File: config.mk
export PLATFORM = sky130hd
export DESIGN_NAME = dmem_arbiter_flat
export DESIGN_NICKNAME = d
export VERILOG_FILES = /design/src/rtl/dmem_arbiter_if.sv /design/src/rtl/dmem_arbiter.sv /design/src/flat_wrapper.sv
export SDC_FILE = /design/constraint.sdc
export NUM_CORES = 1
export LEC_CHECK = 0
export ABC_AREA = 1
export CORE_UTILIZATION = 46
export CTS_BUF_LIST = sky130_fd_sc_hd__clkbuf_2
export DETAILED_ROUTE_END_ITERATION = 12
export GPL_TIMING_DRIVEN = 1
export PLACE_DENSITY = 0.95
export REMOVE_ABC_BUFFERS = 1
export SLEW_MARGIN = 30
export SYNTH_ARGS = -nofsm -noshare
export SYNTH_HDL_FRONTEND = slang
export SYNTH_SLANG_ARGS = --single-unit
export TNS_END_PERCENT = 30
File: constraint.sdc
create_clock -name clk -period 2.5 [get_ports clk]
set_input_delay 0.5 -clock clk [delete_from_list [all_inputs] [get_ports clk]]
set_output_delay 0.5 -clock clk [all_outputs]
set_load 0.01 [all_outputs]
File: src/rtl/dmem_arbiter_if.sv
// Bus bundle between the two data-RAM requesters, the clear control, and the RAM port.
// The arbiter takes the slave modport; the requesters/RAM side take the master modport.
interface dmem_arbiter_if #(
    parameter int ADDR_W = 11,
    parameter int DATA_W = 32
);
    logic              cpu_req;
    logic              cpu_we;
    logic [ADDR_W-1:0] cpu_addr;
    logic [DATA_W-1:0] cpu_wdata;
    logic              cpu_gnt;
    logic              cpu_rvalid;
    logic              ldr_req;
    logic              ldr_we;
    logic [ADDR_W-1:0] ldr_addr;
    logic [DATA_W-1:0] ldr_wdata;
    logic              ldr_gnt;
    logic              ldr_rvalid;
    logic [DATA_W-1:0] rdata;
    logic              clr_start;
    logic              clr_busy;
    logic              clr_done;
    logic [ADDR_W-1:0] mem_addr;
    logic [DATA_W-1:0] mem_wdata;
    logic              mem_wen;
    logic [DATA_W-1:0] mem_rdata;

    modport slave (
        input  cpu_req, cpu_we, cpu_addr, cpu_wdata,
        output cpu_gnt, cpu_rvalid,
        input  ldr_req, ldr_we, ldr_addr, ldr_wdata,
        output ldr_gnt, ldr_rvalid,
        output rdata,
        input  clr_start,
        output clr_busy, clr_done,
        output mem_addr, mem_wdata, mem_wen,
        input  mem_rdata
    );

    modport master (
        output cpu_req, cpu_we, cpu_addr, cpu_wdata,
        input  cpu_gnt, cpu_rvalid,
        output ldr_req, ldr_we, ldr_addr, ldr_wdata,
        input  ldr_gnt, ldr_rvalid,
        input  rdata,
        output clr_start,
        input  clr_busy, clr_done,
        input  mem_addr, mem_wdata, mem_wen,
        output mem_rdata
    );
endinterface

File: src/rtl/dmem_arbiter.sv
// Data-RAM port arbiter (CPU vs loader, round-robin) with a whole-RAM clear sequencer.
// Define DMEM_ARB_CPU_PRIO_EN to make the CPU win every contention instead of round-robin.
module dmem_arbiter #(
    parameter int ADDR_W = 11,
    parameter int DATA_W = 32,
    parameter int DEPTH  = 2048
) (
    input  logic          clk,
    input  logic          rst,
    dmem_arbiter_if.slave bus
);
    typedef enum logic { IDLE, CLEAR } state_t;
    typedef enum logic { GNT_CPU, GNT_LDR } owner_t;

    localparam logic [ADDR_W:0] LAST_CNT = (ADDR_W+1)'(DEPTH - 1);

    state_t            state, state_nxt;
    owner_t            last_gnt, last_gnt_nxt;
    logic [ADDR_W:0]   clr_cnt, clr_cnt_nxt;
    logic [ADDR_W-1:0] addr_q, mem_addr_c;
    logic [DATA_W-1:0] wdata_q, mem_wdata_c;
    logic              mem_wen_c;
    logic              cpu_sel, ldr_sel, cpu_first, clr_last;

`ifdef DMEM_ARB_CPU_PRIO_EN
    assign cpu_first = 1'b1;
`else
    assign cpu_first = (last_gnt == GNT_LDR);
`endif

    // Next state, grants and the RAM-side mux; the RAM port holds its last address/data when idle.
    always_comb begin
        state_nxt    = state;
        clr_cnt_nxt  = clr_cnt;
        last_gnt_nxt = last_gnt;
        cpu_sel      = 1'b0;
        ldr_sel      = 1'b0;
        clr_last     = 1'b0;
        mem_addr_c   = addr_q;
        mem_wdata_c  = wdata_q;
        mem_wen_c    = 1'b0;
        if (rst) begin
            mem_addr_c  = '0;
            mem_wdata_c = '0;
        end else begin
            case (state)
                IDLE: begin
                    if (bus.clr_start) begin
                        state_nxt   = CLEAR;
                        clr_cnt_nxt = '0;
                    end else if (bus.cpu_req && (!bus.ldr_req || cpu_first)) begin
                        cpu_sel      = 1'b1;
                        last_gnt_nxt = GNT_CPU;
                        mem_addr_c   = bus.cpu_addr;
                        mem_wdata_c  = bus.cpu_wdata;
                        mem_wen_c    = bus.cpu_we;
                    end else if (bus.ldr_req) begin
                        ldr_sel      = 1'b1;
                        last_gnt_nxt = GNT_LDR;
                        mem_addr_c   = bus.ldr_addr;
                        mem_wdata_c  = bus.ldr_wdata;
                        mem_wen_c    = bus.ldr_we;
                    end
                end
                CLEAR: begin
                    mem_addr_c  = clr_cnt[ADDR_W-1:0];
                    mem_wdata_c = '0;
                    mem_wen_c   = 1'b1;
                    if (clr_cnt == LAST_CNT) begin
                        state_nxt   = IDLE;
                        clr_cnt_nxt = '0;
                        clr_last    = 1'b1;
                    end else begin
                        clr_cnt_nxt = clr_cnt + 1'b1;
                    end
                end
                default: state_nxt = IDLE;
            endcase
        end
    end

    always_ff @(posedge clk) begin
        if (rst) begin
            state    <= IDLE;
            clr_cnt  <= '0;
            last_gnt <= GNT_LDR;
        end else begin
            state    <= state_nxt;
            clr_cnt  <= clr_cnt_nxt;
            last_gnt <= last_gnt_nxt;
        end
    end

    // Read data is captured once at the end of a granted read and held until the next one.
    always_ff @(posedge clk) begin
        if (rst) begin
            addr_q         <= '0;
            wdata_q        <= '0;
            bus.rdata      <= '0;
            bus.cpu_rvalid <= 1'b0;
            bus.ldr_rvalid <= 1'b0;
            bus.clr_done   <= 1'b0;
        end else begin
            addr_q         <= mem_addr_c;
            wdata_q        <= mem_wdata_c;
            if ((cpu_sel && !bus.cpu_we) || (ldr_sel && !bus.ldr_we))
                bus.rdata  <= bus.mem_rdata;
            bus.cpu_rvalid <= cpu_sel && !bus.cpu_we;
            bus.ldr_rvalid <= ldr_sel && !bus.ldr_we;
            bus.clr_done   <= clr_last;
        end
    end

    assign bus.cpu_gnt   = cpu_sel;
    assign bus.ldr_gnt   = ldr_sel;
    assign bus.mem_addr  = mem_addr_c;
    assign bus.mem_wdata = mem_wdata_c;
    assign bus.mem_wen   = mem_wen_c;
    assign bus.clr_busy  = (state == CLEAR) && !rst;
endmodule

File: src/flat_wrapper.sv
// flat-port wrapper written by rule: the top's interface ports become plain ports
module dmem_arbiter_flat 
#(
    parameter int ADDR_W = 11,
    parameter int DATA_W = 32,
    parameter int DEPTH  = 2048
)
  (clk, rst, bus_cpu_req, bus_cpu_we, bus_cpu_addr, bus_cpu_wdata, bus_cpu_gnt, bus_cpu_rvalid, bus_ldr_req, bus_ldr_we, bus_ldr_addr, bus_ldr_wdata, bus_ldr_gnt, bus_ldr_rvalid, bus_rdata, bus_clr_start, bus_clr_busy, bus_clr_done, bus_mem_addr, bus_mem_wdata, bus_mem_wen, bus_mem_rdata);
  dmem_arbiter_if #(.ADDR_W(ADDR_W), .DATA_W(DATA_W)) bus_i ();
  input  logic clk;
  input  logic rst;
  input wire logic [$bits(bus_i.cpu_req)-1:0] bus_cpu_req;
  input wire logic [$bits(bus_i.cpu_we)-1:0] bus_cpu_we;
  input wire logic [$bits(bus_i.cpu_addr)-1:0] bus_cpu_addr;
  input wire logic [$bits(bus_i.cpu_wdata)-1:0] bus_cpu_wdata;
  output wire logic [$bits(bus_i.cpu_gnt)-1:0] bus_cpu_gnt;
  output wire logic [$bits(bus_i.cpu_rvalid)-1:0] bus_cpu_rvalid;
  input wire logic [$bits(bus_i.ldr_req)-1:0] bus_ldr_req;
  input wire logic [$bits(bus_i.ldr_we)-1:0] bus_ldr_we;
  input wire logic [$bits(bus_i.ldr_addr)-1:0] bus_ldr_addr;
  input wire logic [$bits(bus_i.ldr_wdata)-1:0] bus_ldr_wdata;
  output wire logic [$bits(bus_i.ldr_gnt)-1:0] bus_ldr_gnt;
  output wire logic [$bits(bus_i.ldr_rvalid)-1:0] bus_ldr_rvalid;
  output wire logic [$bits(bus_i.rdata)-1:0] bus_rdata;
  input wire logic [$bits(bus_i.clr_start)-1:0] bus_clr_start;
  output wire logic [$bits(bus_i.clr_busy)-1:0] bus_clr_busy;
  output wire logic [$bits(bus_i.clr_done)-1:0] bus_clr_done;
  output wire logic [$bits(bus_i.mem_addr)-1:0] bus_mem_addr;
  output wire logic [$bits(bus_i.mem_wdata)-1:0] bus_mem_wdata;
  output wire logic [$bits(bus_i.mem_wen)-1:0] bus_mem_wen;
  input wire logic [$bits(bus_i.mem_rdata)-1:0] bus_mem_rdata;
  assign bus_i.cpu_req = bus_cpu_req;
  assign bus_i.cpu_we = bus_cpu_we;
  assign bus_i.cpu_addr = bus_cpu_addr;
  assign bus_i.cpu_wdata = bus_cpu_wdata;
  assign bus_cpu_gnt = bus_i.cpu_gnt;
  assign bus_cpu_rvalid = bus_i.cpu_rvalid;
  assign bus_i.ldr_req = bus_ldr_req;
  assign bus_i.ldr_we = bus_ldr_we;
  assign bus_i.ldr_addr = bus_ldr_addr;
  assign bus_i.ldr_wdata = bus_ldr_wdata;
  assign bus_ldr_gnt = bus_i.ldr_gnt;
  assign bus_ldr_rvalid = bus_i.ldr_rvalid;
  assign bus_rdata = bus_i.rdata;
  assign bus_i.clr_start = bus_clr_start;
  assign bus_clr_busy = bus_i.clr_busy;
  assign bus_clr_done = bus_i.clr_done;
  assign bus_mem_addr = bus_i.mem_addr;
  assign bus_mem_wdata = bus_i.mem_wdata;
  assign bus_mem_wen = bus_i.mem_wen;
  assign bus_i.mem_rdata = bus_mem_rdata;
  dmem_arbiter #(.ADDR_W(ADDR_W), .DATA_W(DATA_W), .DEPTH(DEPTH)) u_core (.clk(clk), .rst(rst), .bus(bus_i));
endmodule
### Yosys cells after proc, flatten, opt, wreduce, memory -nomap -nowiden

Index checks and enable logic that the tools add are counted.

| cells by class | value |
|---|---|
| bitwise operators | 2 |
| eq/ne operators | 2 |
| reductions and logical operators | 13 |
| $add $sub $neg | 1 |
| multiplexer cells | 33 |

Operators by type and width:

| kind | count |
|---|---|
| 2-to-1 mux 32 bit | 4 |
| one-hot mux 32 bit (2 select lines) | 1 |
| 2-to-1 mux 11 bit | 4 |
| 2-to-1 mux 12 bit | 2 |
| one-hot mux 12 bit (2 select lines) | 1 |
| one-hot mux 11 bit (2 select lines) | 1 |
| 2-to-1 mux 1 bit | 18 |
| adder 12 x 1 -> 12 bit, second input constant | 1 |
| == test 12 x 11 -> 1 bit, second input constant | 1 |
| logical AND 1 bit | 4 |
| logical NOT 1 bit | 4 |
| one-hot mux 1 bit (2 select lines) | 2 |
| AND reduction 3 bit | 1 |
| logical OR 1 bit | 2 |
| inequality test 2 bit, second input constant | 1 |
| NOT 1 bit | 2 |
| nonzero test 2 bit | 1 |
| OR reduction 2 bit | 1 |

| word-level totals | value |
|---|---|
| bits of input ports | 125 |
| output and inout bits | 82 |
| register bits after elaboration | 92 |
| word-level logic and storage cells | 60 |

### Logic depth before layout (Yosys ltp)

Gate-level depths: netlist (run 1).

| logic depth | value |
|---|---|
| depth in word-level cells | 9 |
| mapped depth | 10 |
| gate-level depth less buffers | 8 |

### Least setup slack after synthesis (run 1)

No wires, ideal clock.

| path | value |
|---|---|
| kind | input port to output port |
| start point | in bus_ldr_req |
| end point | out bus_mem_addr[2] |
| path buffers | 1 |
| arrival | 1.492 ns |
| data required time | 2.000 ns |
| slack | 0.508 ns |
| stages | 7 |
| cells stage by stage | inv_2 > o21ai_1 > inv_1 > nand2_1 > buf_2 > o22ai_1 > nor3_1 |

| on the way | value |
|---|---|
| longest elaborated chain between the ends | 7 |
| elaborated cells on any way between the ends | 8 |
| those cells by class | mux (5); reduce/logical (3) |

RTL lines:

| what | RTL line | source |
|---|---|---|
| from (decl) | flat_wrapper.sv:18 | `input wire logic [$bits(bus_i.ldr_req)-1:0] bus_ldr_req;` |
| logical NOT 1 bit | dmem_arbiter.sv:51 | `end else if (bus.cpu_req && (!bus.ldr_req \|\| cpu_first)) begin` |
| logical OR 1 bit | dmem_arbiter.sv:51 |  |
| logical AND 1 bit | dmem_arbiter.sv:51 |  |
| 2-to-1 mux 11 bit (*) | dmem_arbiter.sv:51 |  |
| 2-to-1 mux 11 bit (*) | dmem_arbiter.sv:48 | `if (bus.clr_start) begin` |
| one-hot mux 11 bit (2 select lines) (*) | dmem_arbiter.sv:46 | `case (state)` |
| 2-to-1 mux 11 bit (*) | dmem_arbiter.sv:42 | `if (rst) begin` |
| to (decl) | flat_wrapper.sv:28 | `output wire logic [$bits(bus_i.mem_addr)-1:0] bus_mem_addr;` |

Mark *: on every way between the ends. The rest lies on a longest branch, timed or not.

### Worst setup path after layout (run 1)

| path | value |
|---|---|
| start point | reg u_core.state |
| end point | out bus_mem_wdata[1] |

| on the way | value |
|---|---|
| longest elaborated chain between the ends | 3 |

RTL lines:

| what | RTL line | source |
|---|---|---|
| from (decl) | dmem_arbiter.sv:17 | `state_t state, state_nxt;` |
| from (signal assigned) | dmem_arbiter.sv:88 | `state <= state_nxt;` |
| NOT 1 bit | dmem_arbiter.sv:46 |  |
| one-hot mux 32 bit (2 select lines) (*) | dmem_arbiter.sv:46 |  |
| 2-to-1 mux 32 bit (*) | dmem_arbiter.sv:42 |  |
| to (decl) | flat_wrapper.sv:29 | `output wire logic [$bits(bus_i.mem_wdata)-1:0] bus_mem_wdata;` |

Marks and branches as above.

==> impl_metrics.json, run 1 <==
{
  "outcome": "finished with violations",
  "violations": "negative setup slack",
  "fin_hold_ws_ps": 503.0,
  "rr_worst_depth": 19,
  "yosys-top-cells-area": "dfxtp_1, nand3_1, nand2_1",
  "die_w_um": 101.5,
  "power_density_nw_per_um2": 430.5,
  "clk_latency_ps": 540,
  "hold_depth": 3,
  "synth_warnings": 0,
  "syn_avg_cell_area_um2": 6.530,
  "clock_sinks": 92,
  "antenna-diode-count": 0,
  "routedWlPerCell_um": 16.66,
  "finalClockSkew_ps": 31.96,
  "cts_tree": "done",
  "via_per_inst": 5.323,
  "drtIter0Drc": 235,
  "synth_area_um2": 4558,
  "ys_top_cells_by_count": "nand3_1, nand2_1, inv_1",
  "place.gp.congestion": 0.9188,
  "area_growth_pct": 72.61,
  "seqCellArea_um2": 1849,
  "clockRootBuffer": "clkbuf_2",
  "path_class": "reg2out",
  "drt_pass1_iterations": 5,
  "critPathLaunchType": "register",
  "drive_gt1_share_pct": 23.02,
  "clk_path_buf_depth": 2,
  "synth_edf_count": 0,
  "ys_async_sr_fraction_pct": 0,
  "pin_count": 207,
  "num_vias": 5797,
  "initial_core_util_pct": 48.41,
  "row_count": 35,
  "required_ps": 2000,
  "numCtsBuffers": 9,
  "synth.distinct_cells": 29,
  "core_area_um2": 9415,
  "grt_first_pass_wirelength_mm": 25.65,
  "grt_max_degree": 49,
  "period_needed_ps": 2534,
  "setup_viol": 14,
  "synth_top_cell_area_share_pct": 40.41,
  "crit_path_end": "bus_mem_wdata[1]",
  "synthCells": 698,
  "dieArea_um2": 10310,
  "ir_drop_mv": 0.3078,
  "drcViolationCount": 0,
  "cts.clk_slew.worst_paths_ps": 270,
  "worst_slack_ps": -34.28,
  "timing.rr.start": "u_core.state",
  "critPathMaxFanout": 6,
  "htreeDepth": 3,
  "hp-class": "in2reg",
  "clock.fmax_mhz": 394.6,
  "nets": 1081,
  "fin_cells": 1089,
  "hpwl_mm": 10.98,
  "worstSetupStartpoint": "u_core.state",
  "synth.largest_area_cell": "dfxtp_1",
  "cap_violations": 0,
  "worst_slew_margin_rel_pct": 72.68,
  "r2r-end": "u_core.wdata_q[24]",
  "worst_slew_pin_slew_ps": 405.5,
  "cp.arrival_ps": 2030,
  "slew_violations": 0,
  "cp-end-kind": "output pin",
  "grt_pass1_vias": 5471,
  "ant_nets": 0,
  "io_buffers": 206,
  "antenna_found_initial": 0,
  "synth_seq_cells": 92,
  "grt.overflow.total": 0,
  "fp.dieH_um": 101.5,
  "hold_violations": 0,
  "yosysMostFrequentCell": "nand3_1",
  "dpl.cell_count": 1033,
  "fin_crit_sh_pct": 101.4,
  "grt_setup_unrepaired": "yes",
  "ys_seq_area_share_pct": 40.41,
  "p_leak_nw": 3.970,
  "nFillCells": 559,
  "grtUsageTotal_pct": 32.17,
  "multi_input_area_um2": 2410,
  "synth_ff_type": "dfxtp_1",
  "wirelength_mm": 18.15,
  "r2r_slack_ps": 40
}
## final cells by class
class | count | share of cell area, %
Tap cell | 129 | 2.052
Multi-Input combinational cell | 446 | 30.63
Sequential cell | 92 | 23.51
Inverter | 113 | 5.518
Clock inverter | 6 | 0.7952
Clock buffer | 10 | 0.6361
Timing Repair Buffer | 293 | 36.86
## cells in the final DEF, fill, tap and decap left out, drive strengths merged, types with 2 or more instances in the layout
| master | count |
|---|---|
| a21oi | 43 |
| a31oi | 2 |
| buf | 119 |
| clkbuf | 17 |
| clkdlybuf4s15 | 3 |
| clkdlybuf4s50 | 156 |
| clkinv | 2 |
| clkinvlp | 2 |
| dfxtp | 92 |
| dlygate4sd2 | 6 |
| inv | 114 |
| nand2 | 135 |
| nand3 | 143 |
| nand4 | 3 |
| nor2 | 53 |
| nor3 | 33 |
| o21ai | 17 |
| o22ai | 11 |
## metrics by stage
step / cell area (um^2) / worst slack, ps / setup TNS (ps) / util [%] / power, W
after global placement: 7053 / -448.0 / -18560 / 74.91 / 0.002435
after CTS: 7591 / -90.17 / -715.0 / 80.62 / 0.003284
after global routing: 7868 / -124.5 / -2503 / 83.56 / 0.003519
final: 7868 / -34.28 / -244.9 / 83.56 / 0.003387
after floorplan: 4345 / -503.6 / -18270 / - / 0.001923
after detailed placement: 7053 / -587.2 / -19550 / 74.91 / 0.002459
## routing by layer
layer / track usage (%) / share of wire (%) / vias to the layer above
li1: - / - / 2756
met1: 35.59 / 37 / 2681
met2: 57.95 / 52 / 295
met3: 7.867 / 7.6 / 65
met4: 14.72 / 3.7 / 0
met5: 0 / 0 / -
## worst max-delay path: stages (launching register included)
cell	delay, ps
dfxtp_4	420
nor2_8	120
inv_2	60
nor2_4	140
buf_12	130
buf_12	110
buf_16	130
nand2_1	50
nand3_1	70
nand2_1	60
inv_1	70
buf_2	120
## power by group
group	total, W	internal [W]	switching (W)
Clock	0.000759	0.000233	0.000527
Combinational	0.00104	0.000556	0.000487
Sequential	0.00158	0.00155	0.0000367
## worst min path at each step
stage	startpoint	end
after floorplan	u_core.clr_cnt[4]	u_core.clr_cnt[4]
after global placement	u_core.clr_cnt[4]	u_core.clr_cnt[4]
after detailed placement	u_core.clr_cnt[4]	u_core.clr_cnt[4]
after CTS	bus_mem_rdata[19]	u_core.bus.rdata[19]
after global routing	bus_mem_rdata[19]	u_core.bus.rdata[19]
final	bus_mem_rdata[19]	u_core.bus.rdata[19]
## state kept, by name, summed over array words and instances, names as in the netlist
name and flops:
u_core.cpu_first 1, u_core.bus.ldr_rvalid 1, u_core.bus.rdata 32, u_core.wdata_q 32, u_core.bus.cpu_rvalid 1, u_core.clr_cnt 12, u_core.addr_q 11, u_core.state 1
u_core.bus.clr_done 1
## timing repair
item | CTS | global route
buffers inserted | 22 | 16
pin swaps | 5 | 14
gates resized for setup | 182 | 109
setup endpoints to repair | 47 | 47
gates cloned | 5 | 2
hold buffers | 0 | 0
## cell families (layout without fill, tap and decap cells)
logic type	count (synthesis)	after routing	share of synthesized area, %
DFF	92	92	40.41
xor gates and xnor gates	1	1	0.1922
buffers and inverters	160	422	13.97
and+or+nand+nor	369	369	36.21
AOI/OAI and AO/OA	75	75	8.949
adders and majority gates	1	1	0.2745
No activity file was read; power rests on OpenSTA's default activity.
==> inputs of run 2 (changes only) <==
CORE_MARGIN = 2   (was default)
==> impl_metrics.json, run 2 (synthesis results as in run 1) <==
{
  "routedWlPerCell_um": 14.84,
  "cp_top_family": "buffers and inverters",
  "critPathMaxFanout": 15,
  "nFillCells": 732,
  "worstSetupStartpoint": "u_core.state",
  "violations": "negative setup slack",
  "cp_num_cells": 6,
  "hp-class": "in2reg",
  "largestRegisters": "u_core.bus.rdata: 32 flops, u_core.wdata_q: 32 flops, u_core.clr_cnt: 12 flops",
  "clock.fmax_mhz": 391.5,
  "io_buffers": 206,
  "hold_violations": 0,
  "finalClockSkew_ps": 45.06,
  "dieArea_um2": 10720,
  "drive_gt1_share_pct": 17.65,
  "dpl.cell_count": 1040,
  "mostFrequentLayoutCell": "clkdlybuf4s50_1",
  "grt_max_degree": 65,
  "fp.dieH_um": 103.5,
  "p_seq_share_pct": 48.9,
  "r2r-end": "u_core.bus.rdata[29]",
  "antenna_found_initial": 0,
  "setup_viol": 11,
  "core_area_um2": 9684,
  "drt_pass1_iterations": 5,
  "p_comb_share_pct": 27.8,
  "fin_cells": 1068,
  "clock_sinks": 92,
  "final_area_um2": 7388,
  "numCtsBuffers": 9,
  "p_leak_nw": 3.733,
  "worst-path-buf-inv": 3,
  "cp.arrival_ps": 2050,
  "period_needed_ps": 2555,
  "rr_worst_depth": 10,
  "place.gp.congestion": 0.8552,
  "slew_violations": 0,
  "row_count": 36,
  "worst_slew_pin_slew_ps": 405.9,
  "cp-end-kind": "output pin",
  "critPathLaunchType": "register",
  "power_density_nw_per_um2": 438.0,
  "hpwl_mm": 10.53,
  "required_ps": 2000,
  "grtUsageTotal_pct": 28.78,
  "crit_path_max_incr_delay_ps": 450,
  "clk_latency_ps": 560,
  "power.total_w": 0.003236,
  "timing.rr.start": "u_core.cpu_first",
  "area_growth_pct": 62.09,
  "antenna-diode-count": 0,
  "worst_slew_margin_rel_pct": 72.65,
  "cts.clk_slew.worst_paths_ps": 280,
  "die_w_um": 103.5,
  "grt_first_pass_wirelength_mm": 25.32,
  "grt_pass1_vias": 5343,
  "crit_path_end": "bus_mem_addr[5]",
  "switching_share_pct": 30.46,
  "final_cell_mix": "clkdlybuf4s50_1, nand3_1, nand2_1",
  "worst_slack_ps": -54.52,
  "cp_slowest_cell": "dfxtp_4",
  "path_class": "reg2out",
  "ant_nets": 0,
  "ir_drop_mv": 0.2419,
  "placed_cell_area_um2": 7068,
  "dp_slack_ps": -560.9,
  "htreeDepth": 3,
  "outcome": "finished with violations",
  "r2r_slack_ps": 620,
  "holdBufCountCts": 0,
  "pin_count": 207,
  "internal_power_w": 0.002250,
  "initial_core_util_pct": 47.07,
  "fin_crit_sh_pct": 102.2,
  "via_per_inst": 5.127,
  "grt_setup_unrepaired": "yes",
  "wirelength_mm": 15.85,
  "grt.overflow.total": 0,
  "num_vias": 5476,
  "nets": 1056,
  "clkPwrFrac_pct": 23.4,
  "drcViolationCount": 0,
  "fin_util_pct": 76.29,
  "switchingPower_w": 0.0009857,
  "drtIter0Drc": 333,
  "worstPathCellList": "inv_4 -> nand2_1 -> buf_12 -> o22ai_1 -> nor3_1 -> dlygate4sd2_1",
  "clk_path_buf_depth": 2,
  "clockRootBuffer": "clkbuf_2",
  "cap_violations": 0,
  "cts_tree": "done"
}
==> run 2: cell types whose count changed in the layout (fill, tap and decap cells not counted), moves of 4 or more <==
cell | before | now
nand2_1 | 119 | 126
nand3_2 | 16 | 6
nand3_1 | 126 | 137
buf_12 | 14 | 10
inv_2 | 14 | 6
o22ai_1 | 2 | 11
clkbuf_2 | 16 | 20
nand2_2 | 13 | 9
buf_4 | 61 | 45
buf_6 | 16 | 8
o22ai_2 | 9 | 0
inv_1 | 97 | 104
==> run 2: repair_timing <==
action	CTS	global route
setup buffers	5	5
endpoints found under the setup margin	47	45
gates resized for setup	124	103
cloned	3	1
pin swaps	5	4
hold endpoints to repair	0	0
==> run 2: how the worst min path moves through the flow <==
stage                                 start                   to  slack, ps  cells after the start
final                         bus_clr_start         u_core.state        480                      3
after global routing       bus_mem_rdata[2]  u_core.bus.rdata[2]        460                      3
after CTS                     bus_clr_start         u_core.state        440                      3
after detailed placement  u_core.clr_cnt[4]    u_core.clr_cnt[4]        480                      2
after global placement    u_core.clr_cnt[4]    u_core.clr_cnt[4]        470                      2
after floorplan           u_core.clr_cnt[4]    u_core.clr_cnt[4]        460                      2
==> run 2: layout make-up <==
class / count / area, um^2 / area share [%]
clock buffers: 10 / 50.05 / 0.6774
clock inverters: 6 / 65.06 / 0.8806
inverters: 113 / 436.7 / 5.910
multi-input cells: 446 / 2262 / 30.62
flip-flops and latches: 92 / 1849 / 25.03
well taps: 133 / 166.4 / 2.252
repair buffers: 268 / 2559 / 34.63
==> run 2: worst min-delay path, stage by stage <==
cell and delay [ps]:
dlygate4sd2_1 320, nand2_1 130, a21oi_1 80
==> run 2: layer usage <==
layer / share of wire (%) / global-route usage [%]
met5: 0 / 0
met3: 6.8 / 6.042
met4: 2.2 / 11.00
met1: 39 / 33.27
met2: 51 / 52.03
==> run 2: through the flow <==
stage / setup TNS (ps) / hold slack [ps]
finish: -167.1 / 476.6
global route: -2403 / 463.4
CTS: -2065 / 435.3
detailed placement: -18780 / 484.3
global placement: -17030 / 472.9
floorplan: -18270 / 460.5
==> run 2: power groups by stage <==
stage	combinational, W	sequential (W)	clock [W]
6_report	0.000898	0.00158	0.000757
5_1_grt	0.000969	0.00159	0.000825
4_1_cts	0.000871	0.00158	0.000762
3_5_place_dp	0.000845	0.00161	0
3_3_place_gp	0.000827	0.00160	0
2_1_floorplan	0.000309	0.00161	0
==> inputs of run 3 (changes only) <==
CTS_CLUSTER_SIZE = 12   (was default)
==> results of run 3 <==
Same layout as run 2: the final DEF is identical, and so are final timing and power.
